### config.mk
export PLATFORM = sky130hd
export DESIGN_NAME = uart_rx_cfg_flat
export DESIGN_NICKNAME = d
export VERILOG_FILES = /design/src/rtl/uart_rx_cfg_pkg.sv /design/src/rtl/uart_rx_cfg_if.sv /design/src/rtl/uart_baud_tick.sv /design/src/rtl/uart_rx_cfg.sv /design/src/flat_wrapper.sv
export SDC_FILE = /design/constraint.sdc
export NUM_CORES = 1
export LEC_CHECK = 0
export BUFFER_PORTS_ARGS = -buffer_cell sky130_fd_sc_hd__buf_2
export CAP_MARGIN = 0
export CORE_MARGIN = 3
export CORE_UTILIZATION = 40
export CTS_BUF_LIST = sky130_fd_sc_hd__clkbuf_16
export DETAILED_ROUTE_END_ITERATION = 10
export PLACE_DENSITY = 0.62
export SYNTH_ARGS = -nofsm -noshare
export SYNTH_HDL_FRONTEND = slang
export SYNTH_SLANG_ARGS = --single-unit
### constraint.sdc
create_clock -name clock -period 5.3 [get_ports clock]
set_input_delay 0.265 -clock clock [delete_from_list [all_inputs] [get_ports clock]]
set_output_delay 0.265 -clock clock [all_outputs]
set_load 0.005 [all_outputs]
### src/rtl/uart_rx_cfg_pkg.sv
// rtl/uart_rx_cfg_pkg.sv - shared types and constants for the configurable UART receiver
// Holds the receiver state enum, parity-mode constants, the per-cycle
// control-point struct passed from FSM decode to datapath, and a majority helper.
package uart_rx_cfg_pkg;

  typedef enum logic [2:0] {
    ST_IDLE,
    ST_START,
    ST_DATA,
    ST_PARITY,
    ST_STOP,
    ST_WAIT_HIGH
  } state_e;

  localparam int PAR_NONE = 0;
  localparam int PAR_ODD  = 1;
  localparam int PAR_EVEN = 2;

  // Control points decoded from FSM state each cycle
  typedef struct packed {
    logic tick;       // oversample tick from the divider
    logic vote;       // 3-sample majority of the line at this tick
    logic decide;     // a bit decision happens this cycle
    logic shift;      // data bit decision: shift vote into payload
    logic par_smp;    // parity bit decision
    logic stop_smp;   // stop bit decision
    logic last_stop;  // final stop bit decision: frame completes
  } ctrl_t;

  function automatic logic maj3(input logic a, input logic b, input logic c);
    return (a & b) | (a & c) | (b & c);
  endfunction

endpackage

### src/rtl/uart_rx_cfg_if.sv
// rtl/uart_rx_cfg_if.sv - received-word handshake interface
// Signals: rx_data (payload), rx_valid, rx_ready, parity_err, frame_err, overrun.
// master = receiver side, slave = consumer side.
interface uart_rx_cfg_if #(
  parameter int DATA_BITS = 8
);
  logic [DATA_BITS-1:0] rx_data;
  logic                 rx_valid;
  logic                 rx_ready;
  logic                 parity_err;
  logic                 frame_err;
  logic                 overrun;

  modport master (
    output rx_data, rx_valid, parity_err, frame_err, overrun,
    input  rx_ready
  );

  modport slave (
    input  rx_data, rx_valid, parity_err, frame_err, overrun,
    output rx_ready
  );
endinterface

### src/rtl/uart_baud_tick.sv
// rtl/uart_baud_tick.sv - oversample tick generator, one-cycle tick every DIV clocks
// Ports: clock, rst_n (async active-low), restart (hold counter cleared), tick (output).
module uart_baud_tick #(
  parameter int DIV = 10
) (
  input  logic clock,
  input  logic rst_n,
  input  logic restart,
  output logic tick
);
  localparam int CW = (DIV > 1) ? $clog2(DIV) : 1;

  logic [CW-1:0] cnt_q;

  always_ff @(posedge clock or negedge rst_n) begin
    if (!rst_n) begin
      cnt_q <= '0;
    end else if (restart || tick) begin
      cnt_q <= '0;
    end else begin
      cnt_q <= cnt_q + CW'(1);
    end
  end

  // First tick lands DIV clocks after restart is released
  assign tick = !restart && (cnt_q == CW'(DIV - 1));
endmodule

### src/rtl/uart_rx_cfg.sv
// rtl/uart_rx_cfg.sv - oversampling UART receiver with parity/stop checking and held output word
// Ports: clock, rst_n (async active-low), rx (async serial line, idle high),
// rx_if (master modport: rx_data, rx_valid, rx_ready, parity_err, frame_err, overrun).
module uart_rx_cfg
  import uart_rx_cfg_pkg::*;
#(
  parameter int CLK_HZ     = 100_000_000,
  parameter int BAUD       = 115200,
  parameter int OVERSAMPLE = 16,
  parameter int DATA_BITS  = 8,
  parameter int PARITY     = 0,
  parameter int STOP_BITS  = 1
) (
  input  logic          clock,
  input  logic          rst_n,
  input  logic          rx,
  uart_rx_cfg_if.master rx_if
);
  localparam int DIV_RAW = CLK_HZ / (BAUD * OVERSAMPLE);
  localparam int DIV     = (DIV_RAW < 1) ? 1 : DIV_RAW;
  localparam int TW      = $clog2(OVERSAMPLE);
  localparam int BW      = 4;

  logic [1:0]           sync_q;
  logic                 rx_s;
  logic                 rx_prev_q;
  logic                 tick;
  state_e               state_q;
  logic [TW-1:0]        tick_cnt_q;
  logic [BW-1:0]        bit_cnt_q;
  logic [1:0]           samp_q;
  logic [DATA_BITS-1:0] data_sr_q;
  logic                 par_bit_q;
  logic                 ferr_acc_q;
  logic [DATA_BITS-1:0] rx_data_q;
  logic                 rx_valid_q;
  logic                 perr_q;
  logic                 ferr_q;
  logic                 overrun_q;
  logic                 ferr_now;
  logic                 perr_now;
  ctrl_t                ctrl;

  // rx_prev_q resets low so a start edge needs the line seen high after reset
  always_ff @(posedge clock or negedge rst_n) begin
    if (!rst_n) begin
      sync_q    <= 2'b11;
      rx_prev_q <= 1'b0;
    end else begin
      sync_q    <= {sync_q[0], rx};
      rx_prev_q <= rx_s;
    end
  end
  assign rx_s = sync_q[1];

  uart_baud_tick #(.DIV(DIV)) u_tick (
    .clock   (clock),
    .rst_n   (rst_n),
    .restart (state_q == ST_IDLE),
    .tick    (tick)
  );

  // Decisions use the current sample plus the two previous ticks' samples
  always_comb begin
    ctrl      = '0;
    ctrl.tick = tick;
    ctrl.vote = maj3(samp_q[1], samp_q[0], rx_s);
    case (state_q)
      ST_START:                    ctrl.decide = tick && (tick_cnt_q == TW'(OVERSAMPLE/2 - 1));
      ST_DATA, ST_PARITY, ST_STOP: ctrl.decide = tick && (tick_cnt_q == TW'(OVERSAMPLE - 1));
      default:                     ctrl.decide = 1'b0;
    endcase
    ctrl.shift     = ctrl.decide && (state_q == ST_DATA);
    ctrl.par_smp   = ctrl.decide && (state_q == ST_PARITY);
    ctrl.stop_smp  = ctrl.decide && (state_q == ST_STOP);
    ctrl.last_stop = ctrl.stop_smp && (bit_cnt_q == BW'(STOP_BITS - 1));
  end

  assign ferr_now = ferr_acc_q | (ctrl.stop_smp & ~ctrl.vote);
  assign perr_now = (PARITY == PAR_NONE) ? 1'b0
                  : ((^{data_sr_q, par_bit_q}) != (PARITY == PAR_ODD));

  // Control FSM
  always_ff @(posedge clock or negedge rst_n) begin
    if (!rst_n) begin
      state_q    <= ST_IDLE;
      tick_cnt_q <= '0;
      bit_cnt_q  <= '0;
    end else begin
      case (state_q)
        ST_IDLE: begin
          tick_cnt_q <= '0;
          bit_cnt_q  <= '0;
          if (rx_prev_q && !rx_s) state_q <= ST_START;
        end
        ST_WAIT_HIGH: begin
          if (rx_s) state_q <= ST_IDLE;
        end
        default: begin
          if (ctrl.decide) begin
            tick_cnt_q <= '0;
            case (state_q)
              ST_START: begin
                bit_cnt_q <= '0;
                state_q   <= ctrl.vote ? ST_IDLE : ST_DATA;
              end
              ST_DATA: begin
                if (bit_cnt_q == BW'(DATA_BITS - 1)) begin
                  bit_cnt_q <= '0;
                  state_q   <= (PARITY != PAR_NONE) ? ST_PARITY : ST_STOP;
                end else begin
                  bit_cnt_q <= bit_cnt_q + BW'(1);
                end
              end
              ST_PARITY: state_q <= ST_STOP;
              ST_STOP: begin
                if (ctrl.last_stop) state_q <= ferr_now ? ST_WAIT_HIGH : ST_IDLE;
                else                bit_cnt_q <= bit_cnt_q + BW'(1);
              end
              default: state_q <= ST_IDLE;
            endcase
          end else if (tick) begin
            tick_cnt_q <= tick_cnt_q + TW'(1);
          end
        end
      endcase
    end
  end

  // Datapath: sampling, payload assembly, held output word
  always_ff @(posedge clock or negedge rst_n) begin
    if (!rst_n) begin
      samp_q     <= '0;
      data_sr_q  <= '0;
      par_bit_q  <= 1'b0;
      ferr_acc_q <= 1'b0;
      rx_data_q  <= '0;
      rx_valid_q <= 1'b0;
      perr_q     <= 1'b0;
      ferr_q     <= 1'b0;
      overrun_q  <= 1'b0;
    end else begin
      overrun_q <= 1'b0;
      if (ctrl.tick)                   samp_q     <= {samp_q[0], rx_s};
      if (state_q == ST_START)         ferr_acc_q <= 1'b0;
      if (ctrl.shift)                  data_sr_q  <= {ctrl.vote, data_sr_q[DATA_BITS-1:1]};
      if (ctrl.par_smp)                par_bit_q  <= ctrl.vote;
      if (ctrl.stop_smp && !ctrl.vote) ferr_acc_q <= 1'b1;
      if (rx_valid_q && rx_if.rx_ready) rx_valid_q <= 1'b0;
      if (ctrl.last_stop) begin
        // A held, unaccepted word wins; the new frame is dropped
        if (!rx_valid_q || rx_if.rx_ready) begin
          rx_data_q  <= data_sr_q;
          perr_q     <= perr_now;
          ferr_q     <= ferr_now;
          rx_valid_q <= 1'b1;
        end else begin
          overrun_q <= 1'b1;
        end
      end
    end
  end

  assign rx_if.rx_data    = rx_data_q;
  assign rx_if.rx_valid   = rx_valid_q;
  assign rx_if.parity_err = perr_q;
  assign rx_if.frame_err  = ferr_q;
  assign rx_if.overrun    = overrun_q;
endmodule

### src/flat_wrapper.sv
// flat-port wrapper written by rule: the top's interface ports become plain ports
module uart_rx_cfg_flat import uart_rx_cfg_pkg::*;
#(
  parameter int CLK_HZ     = 100_000_000,
  parameter int BAUD       = 115200,
  parameter int OVERSAMPLE = 16,
  parameter int DATA_BITS  = 8,
  parameter int PARITY     = 0,
  parameter int STOP_BITS  = 1
)
  (clock, rst_n, rx, rx_if_rx_data, rx_if_rx_valid, rx_if_parity_err, rx_if_frame_err, rx_if_overrun, rx_if_rx_ready);
  uart_rx_cfg_if #(.DATA_BITS(DATA_BITS)) rx_if_i ();
  input  logic clock;
  input  logic rst_n;
  input  logic rx;
  output wire logic [$bits(rx_if_i.rx_data)-1:0] rx_if_rx_data;
  output wire logic [$bits(rx_if_i.rx_valid)-1:0] rx_if_rx_valid;
  output wire logic [$bits(rx_if_i.parity_err)-1:0] rx_if_parity_err;
  output wire logic [$bits(rx_if_i.frame_err)-1:0] rx_if_frame_err;
  output wire logic [$bits(rx_if_i.overrun)-1:0] rx_if_overrun;
  input wire logic [$bits(rx_if_i.rx_ready)-1:0] rx_if_rx_ready;
  assign rx_if_rx_data = rx_if_i.rx_data;
  assign rx_if_rx_valid = rx_if_i.rx_valid;
  assign rx_if_parity_err = rx_if_i.parity_err;
  assign rx_if_frame_err = rx_if_i.frame_err;
  assign rx_if_overrun = rx_if_i.overrun;
  assign rx_if_i.rx_ready = rx_if_rx_ready;
  uart_rx_cfg #(.CLK_HZ(CLK_HZ), .BAUD(BAUD), .OVERSAMPLE(OVERSAMPLE), .DATA_BITS(DATA_BITS), .PARITY(PARITY), .STOP_BITS(STOP_BITS)) u_core (.clock(clock), .rst_n(rst_n), .rx(rx), .rx_if(rx_if_i));
endmodule
==> run metrics <==
status completed; dpl hpwl 2.56 mm; Synth cell types 46; setup violators final 0; clock sink count 42; post-route ant nets 0; Antenna diodes 0; Data required, critical path 5.46 ns; Final Wtd Congestion 0.833; WHS 0.0782 ns; CTS Buf Count 5; Crit. End Element flop; clock-pin slew on the worst setup and hold paths 0.06 ns; most frequent cells in the layout dfrtp_1, nor2_1, mux2_2; Fin Setup TNS 0 ns; CTS tree built; met2 GRT Util 0.205; Final Max Slew Viols 0; FMAX 445 MHz; WL/cell 13.1 um; Synth Instances 200; I/O Pins 16; Clock Latency Late Sink 0.28 ns; type of origin of the critical path flop; area grow syn2layout 12.9%; Post-Synthesis Mean Instance Area 10.5 sq um; Leakage Power 1.12 nW; Tmin final 2.25 ns; met3 Use GR 0.0516; Slew @ Worst Pin 0.914 ns; Power Total 0.829 mW; WL final 3.67 mm; RSZ-0062 raised after global routing no; drt first pass iters 4; Initial Util 0.429; Worst Path Max Fanout 13; Most Crowded Layer GR met2; Remaining Overflow, GRT 0; Clock Skew 0.00425 ns; hold crit path type in2reg; first-pass GRT wire length 6.67 mm; die height 78.6 um; clock root buffer clkbuf_16; Synth Net Count 209; commonest non-fill, non-tap cell in the layout dfrtp_1; GRT Resource Usage Total 0.138; Max clock buf depth 2; number of max-cap violations 0; prevailing post-synth register cell dfrtp_1; Die ar. 6170 sq um; Layout Utilization 0.484; fin nets 221; I/O Buffers 14; H-Tree Depth 2; Max-slew headroom 0.390; Setup Crit Path Kind reg2reg; Seq/Total Area, Yosys 0.500; setup bufs post-CTS 0; GR Util met1 0.186; Max rail drop VDD 0.000177 V; crit share post-route 0.424; post-cts resize count 0; share of layout cells above drive strength 1 0.230; drt drc 0; Synth async-reset ratio 1.00; vias per cell 5.08; Post-synth EDFFs 0; Post-Syn Area 2110 sq um; vias in the first global route 1,397; Post-CTS Hold Fix Bufs 0; antenna violations before repair 0; Arrival @ worst endpoint 2.41 ns; largest net degree at the start of global routing 43; DR vias 1,421; final hold vios 0; Syn. warnings 0; PD cells 349 nW/um^2; Die Wd 78.6 um; #FFs+latches synth 42; DR iter-0 viols 107; Core ar. 4910 sq um; # rows 25
==> worst paths after layout <==
kind | slack [ns] | startpoint | cells past startpoint | endpoint
worst max-delay path | 3.05 | u_core.u_tick.cnt_q[1]$_DFF_PN0_ | 8 | u_core.rx_if.frame_err$_DFFE_PN0P_
worst max register to register | 3.05 | u_core.u_tick.cnt_q[1]$_DFF_PN0_ | 8 | u_core.rx_if.frame_err$_DFFE_PN0P_
worst min-delay path | 0.08 | rx | 1 | u_core.sync_q[0]$_DFF_PN1_
max in group asynchronous | 4.62 | rst_n | 1 | u_core.state_q[1]$_DFFE_PN0P_
min in group asynchronous | 0.12 | rst_n | 1 | u_core.bit_cnt_q[0]$_DFFE_PN0P_
worst min register to register | 0.35 | u_core.sync_q[0]$_DFF_PN1_ | 0 | u_core.sync_q[1]$_DFF_PN1_
==> layout make-up <==
type	instances	area (sq um)
fillers	467	2530
inverters	7	26.3
repair buffers	14	70.1
clock inverters	3	45.0
well taps	67	83.8
flip-flops and latches	42	1050
clock buffers	5	125
multi-input cells	142	973
==> registers in the layout (all words and copies together), names as in the netlist <==
signal	count
u_core.samp_q	2
u_core.sync_q	2
u_core.tick_cnt_q	4
u_core.ferr_acc_q	1
u_core.rx_if.rx_valid	1
u_core.rx_if.overrun	1
u_core.data_sr_q	8
u_core.bit_cnt_q	4
u_core.rx_if.frame_err	1
u_core.u_tick.cnt_q	6
u_core.rx_if.rx_data	8
u_core.state_q	3
u_core.rx_prev_q	1
==> logic make-up after synthesis <==
group                      Yosys count  share of synthesized area
AOI/OAI and AO/OA                   44                      0.137
xor gates and xnor gates             6                     0.0250
adders and majority gates            5                     0.0297
buffers and inverters               16                     0.0374
DFF                                 42                      0.500
muxes                               18                     0.0980
other                                1                    0.00178
and+or+nand+nor                     68                      0.171
==> Yosys cell counts, types with 3 or more instances <==
master / number / area, sq um
o21ai_0: 14 / 70.1
inv_1: 7 / 26.3
xor2_1: 3 / 26.3
nand2_1: 15 / 56.3
mux2_2: 17 / 191
buf_2: 3 / 15.0
xnor2_1: 3 / 26.3
nand3_1: 11 / 55.1
dfrtp_1: 40 / 1000
nor2_1: 22 / 82.6
a21oi_1: 8 / 40.0
a31oi_1: 3 / 18.8
clkbuf_1: 3 / 11.3
ha_1: 5 / 62.6
nor3_1: 3 / 15.0
==> power breakdown <==
| part | switching, mW | internal [mW] |
|---|---|---|
| Clock | 0.125 | 0.222 |
| Sequential | 0.0310 | 0.335 |
| Combinational | 0.0651 | 0.0507 |
| Total | 0.221 | 0.608 |
==> metrics by stage <==
| step | setup slack, ns | instances | instance area [sq um] |
|---|---|---|---|
| after floorplan | 3.40 | 200 | 2110 |
| after global placement | 3.07 | 272 | 2210 |
| after detailed placement | 3.05 | 272 | 2210 |
| after CTS | 3.03 | 280 | 2380 |
| after global routing | 2.77 | 280 | 2380 |
| final | 3.05 | 280 | 2380 |
==> layer usage <==
metal / vias to the layer above / part of all wire
li1: 728 / -
met1: 665 / 0.50
met2: 24 / 0.44
met3: 4 / 0.050
met4: 0 / 0.011
met5: - / 0
==> worst max-delay path: stages (launching register included) <==
cell      delay [ns]
dfrtp_1         0.39
inv_1           0.06
ha_1            0.12
and3b_1         0.20
nand2_1         0.27
nor2_1          0.27
nand4b_2        0.35
a311oi_1        0.39
a21oi_1         0.06
No activity file was read; power rests on OpenSTA's default activity.
